File: config.mk
export PLATFORM = sky130hd
export DESIGN_NAME = univ_shift_reg
export DESIGN_NICKNAME = d
export VERILOG_FILES = /design/src/rtl/univ_shift_reg.sv
export SDC_FILE = /design/constraint.sdc
export NUM_CORES = 1
export LEC_CHECK = 0
export ABC_AREA = 0
export BUFFER_PORTS_ARGS = -buffer_cell sky130_fd_sc_hd__buf_2
export CORE_MARGIN = 5
export CORE_UTILIZATION = 49
export CTS_CLUSTER_DIAMETER = 150
export DETAILED_ROUTE_END_ITERATION = 7
export PLACE_DENSITY = 0.78
export SLEW_MARGIN = 10
export SYNTH_ARGS = -nofsm -noshare
export SYNTH_HDL_FRONTEND = slang
export SYNTH_SLANG_ARGS = --single-unit
File: constraint.sdc
create_clock -name clk -period 1.7 [get_ports clk]
set_input_delay 0.255 -clock clk [delete_from_list [all_inputs] [get_ports clk]]
set_output_delay 0.255 -clock clk [all_outputs]
set_load 0.005 [all_outputs]
File: src/rtl/univ_shift_reg.sv
// Universal shift register: load, shift, rotate, arithmetic shift and clear, with a saturating count of shift ops.
// One-cycle latency on q/sout/cnt; done decodes the registered count; no backpressure, en=0 simply holds all state.
module univ_shift_reg #(
  parameter int                 WIDTH   = 8,
  parameter logic [WIDTH-1:0]   RST_VAL = '0,
  localparam int                CW      = $clog2(WIDTH + 1)
) (
  input  logic             clk,
  input  logic             rst_n,
  input  logic             en,
  input  logic [2:0]       mode,
  input  logic [WIDTH-1:0] din,
  input  logic             sin,
  output logic [WIDTH-1:0] q,
  output logic             sout,
  output logic [CW-1:0]    cnt,
  output logic             done
);

  localparam logic [2:0] MODE_HOLD = 3'b000;
  localparam logic [2:0] MODE_LOAD = 3'b001;
  localparam logic [2:0] MODE_SHL  = 3'b010;
  localparam logic [2:0] MODE_SHR  = 3'b011;
  localparam logic [2:0] MODE_ROL  = 3'b100;
  localparam logic [2:0] MODE_ROR  = 3'b101;
  localparam logic [2:0] MODE_ASR  = 3'b110;
  localparam logic [2:0] MODE_CLR  = 3'b111;

  localparam logic [CW-1:0] CNT_MAX = CW'(WIDTH);

  logic [WIDTH-1:0] q_q, q_d;
  logic             sout_q, sout_d;
  logic [CW-1:0]    cnt_q, cnt_d;
  logic [CW-1:0]    cnt_inc;

  // Saturates at WIDTH so done stays asserted through further shifts.
  assign cnt_inc = (cnt_q == CNT_MAX) ? cnt_q : cnt_q + CW'(1);

  always_comb begin
    q_d    = q_q;
    sout_d = sout_q;
    cnt_d  = cnt_q;
    if (en) begin
      case (mode)
        MODE_HOLD: ;
        MODE_LOAD: begin
          q_d   = din;
          cnt_d = '0;
        end
        MODE_SHL: begin
          q_d    = {q_q[WIDTH-2:0], sin};
          sout_d = q_q[WIDTH-1];
          cnt_d  = cnt_inc;
        end
        MODE_SHR: begin
          q_d    = {sin, q_q[WIDTH-1:1]};
          sout_d = q_q[0];
          cnt_d  = cnt_inc;
        end
        MODE_ROL: begin
          q_d    = {q_q[WIDTH-2:0], q_q[WIDTH-1]};
          sout_d = q_q[WIDTH-1];
          cnt_d  = cnt_inc;
        end
        MODE_ROR: begin
          q_d    = {q_q[0], q_q[WIDTH-1:1]};
          sout_d = q_q[0];
          cnt_d  = cnt_inc;
        end
        MODE_ASR: begin
          q_d    = {q_q[WIDTH-1], q_q[WIDTH-1:1]};
          sout_d = q_q[0];
          cnt_d  = cnt_inc;
        end
        MODE_CLR: begin
          q_d   = '0;
          cnt_d = '0;
        end
        default: ;
      endcase
    end
  end

  always_ff @(posedge clk) begin
    if (!rst_n) begin
      q_q    <= RST_VAL;
      sout_q <= 1'b0;
      cnt_q  <= '0;
    end else begin
      q_q    <= q_d;
      sout_q <= sout_d;
      cnt_q  <= cnt_d;
    end
  end

  assign q    = q_q;
  assign sout = sout_q;
  assign cnt  = cnt_q;
  assign done = (cnt_q == CNT_MAX);

endmodule

==> flow_summary.json <==
{
  "antenna_found_initial": 0,
  "post_drt_wl_per_cell_microns": 13.90,
  "drt-total-wl_microns": 2154,
  "crit_arrival_ns": 1.22,
  "die_w_microns": 52.73,
  "dp_cells": 151,
  "yosysWarnings": 0,
  "max-vdd-ir-drop_mv": 0.3987,
  "clock-root-buffer": "clkbuf_4",
  "hpwl_microns": 1615,
  "cts_tree": "done",
  "drt_iter0_markers": 28,
  "ys_ff_latch": 13,
  "path_max_fanout": 6,
  "cellPowerDensity_nw_per_um2": 673.5,
  "min_path_type": "in2reg",
  "core-area_sq_um": 1727,
  "syn_inst": 102,
  "rsz0062_at_grt": "no",
  "setup_tns_ns": 0,
  "rows": 15,
  "grt_overflow": 0,
  "finalCritPeriodShare_pct": 86.82,
  "cts-resized-gates": 0,
  "gp_congestion": 0.7862,
  "h-tree-depth": 1,
  "clk_pin_slew_ns": 0.08,
  "clkSinkCount": 13,
  "cp-start-kind": "flop",
  "antenna_cells": 0,
  "synth_edf_count": 0,
  "fmax_ghz": 0.6775,
  "ys_async_sr_fraction_pct": 0,
  "p_leak_nw": 0.4604,
  "finalSetupViolCount": 0,
  "drive_gt1_share_pct": 34.62,
  "final_cells": 155,
  "ys_seq_area_share_pct": 29.09,
  "relSlewSlack_pct": 73.97,
  "cts-buffers-inserted": 3,
  "drc_errors": 0,
  "n_fill_cell": 163,
  "status": "completed",
  "vias": 889,
  "postRouteAntennaNets": 0,
  "first_global_vias": 851,
  "ys_types": 37,
  "cts_setup_buffers": 0,
  "die_area_sq_um": 2780,
  "synthToLayoutAreaGrowth_pct": 18.18,
  "cts_hold_buf": 0,
  "min_period_ns": 1.476,
  "end_kind": "output pin",
  "max_cap_viol_count": 0,
  "tightest_slew_ns": 0.3891,
  "track_usage_pct": 18.12,
  "grt_max_degree": 18,
  "skew_ns": 0.005041,
  "required_ns": 1.44,
  "clkLatencyLatePin_ns": 0.27,
  "nets": 148,
  "slew_violations": 0,
  "initial_utilization_pct": 51.81,
  "io_pins": 29,
  "synth_ff_type": "dfxtp_1",
  "viasPerCell": 5.735,
  "grt_first_pass_wirelength_microns": 3781,
  "dieHeight_microns": 52.73,
  "clock_path_buffers": 2,
  "worst-setup-path-type": "reg2out",
  "numPortBuffers": 28,
  "syn_area_sq_um": 894.6,
  "syn_nets": 119,
  "hold_viol_final": 0,
  "synth.avg_cell_area_sq_um": 8.771,
  "firstDrtPassIters": 4
}
## path summary, 6_finish.rpt
kind / start / endpoint / slack [ns] / cells past startpoint
max: cnt[0]$_SDFFE_PN0P_ / done / 0.22 / 5
min reg2reg: sout$_SDFFE_PN0P_ / sout$_SDFFE_PN0P_ / 0.49 / 2
min: din[2] / q[2]$_SDFFE_PN0P_ / 0.30 / 3
max reg2reg: cnt[0]$_SDFFE_PN0P_ / cnt[1]$_SDFFE_PN0P_ / 0.39 / 6
## cell usage in the layout, fill, tap and decap left out, types with 2 or more instances in the layout
master	n
o22ai_1	2
inv_1	6
dfxtp_1	13
mux2_4	2
a21oi_1	9
a222oi_1	6
clkbuf_4	3
nand2b_1	3
mux2_2	4
a21boi_2	2
nor2_1	2
o32ai_1	2
a21boi_0	2
o31ai_1	2
o21ai_0	9
buf_2	28
nand3_1	6
nand2_1	8
buf_4	3
ha_1	2
## cell type report
| cell class | count | area (sq um) | share of cell area [%] |
|---|---|---|---|
| multi-input combinational | 76 | 554.3 | 52.43 |
| sequential | 13 | 260.3 | 24.62 |
| timing repair buffer | 31 | 162.7 | 15.38 |
| tap | 25 | 31.28 | 2.959 |
| clock buffer | 4 | 26.28 | 2.485 |
| inverter | 6 | 22.52 | 2.130 |
## power by group
group	internal [mW]	switching, mW	leakage [nW]
Combinational	0.0869	0.0899	0.339
Clock	0.0907	0.0990	0.0150
Sequential	0.323	0.0224	0.107
## cell families after synthesis
| kind of cell | count (synthesis) | synth area share [%] |
|---|---|---|
| adder cells (fa/ha/maj) | 2 | 2.797 |
| AND/OR/NAND/NOR | 27 | 15.95 |
| multiplexers | 7 | 9.510 |
| flip-flops | 13 | 29.09 |
| buffers and inverters | 13 | 8.950 |
| AO/OA/AOI/OAI | 38 | 29.65 |
| XOR/XNOR | 2 | 4.057 |
## cells in the mapped netlist, drive strengths merged (2+ instances only)
cell type	n	area (sq um)
a21boi	4	37.53
ha	2	25.02
a21oi	9	45.04
mux2	6	75.07
nand3	6	30.03
a222oi	6	60.06
o22ai	2	12.51
o31ai	2	15.01
clkbuf	2	7.510
nor2	3	18.77
nand2b	3	18.77
or2	2	12.52
dfxtp	13	260.3
buf	5	50.04
o21ai	9	45.04
nand2	8	30.03
inv	6	22.52
o32ai	2	17.52
## registers in the layout (all words and copies together), names as in the netlist
| register | cells |
|---|---|
| cnt | 4 |
| q | 8 |
| sout | 1 |
## per-stage QoR
step	util (%)	instance area (sq um)	setup WS (ns)	power, mW	hold WS, ns
2_1_floorplan	-	894.6	0.4213	0.4755	0.4536
3_3_place_gp	59.71	1031	0.2717	0.5249	0.4649
3_5_place_dp	59.71	1031	0.2484	0.5291	0.4764
4_1_cts	61.23	1057	0.2013	0.7182	0.3018
5_1_grt	61.23	1057	0.1154	0.7580	0.3053
6_report	61.23	1057	0.2240	0.7120	0.3039
## metal layers
metal / vias to the layer above / track usage [%] / wire, microns
met4: 0 / 6.383 / 10
met5: - / 0 / 0
li1: 440 / - / -
met2: 23 / 32.44 / 1085
met1: 424 / 21.31 / 938
met3: 2 / 3.134 / 120
## critical path, stage by stage, from the launching register on
cell	delay, ns
dfxtp_1	0.41
inv_1	0.07
ha_1	0.19
nand3b_1	0.12
inv_1	0.05
buf_2	0.12
(Power assumes the default switching activity.)
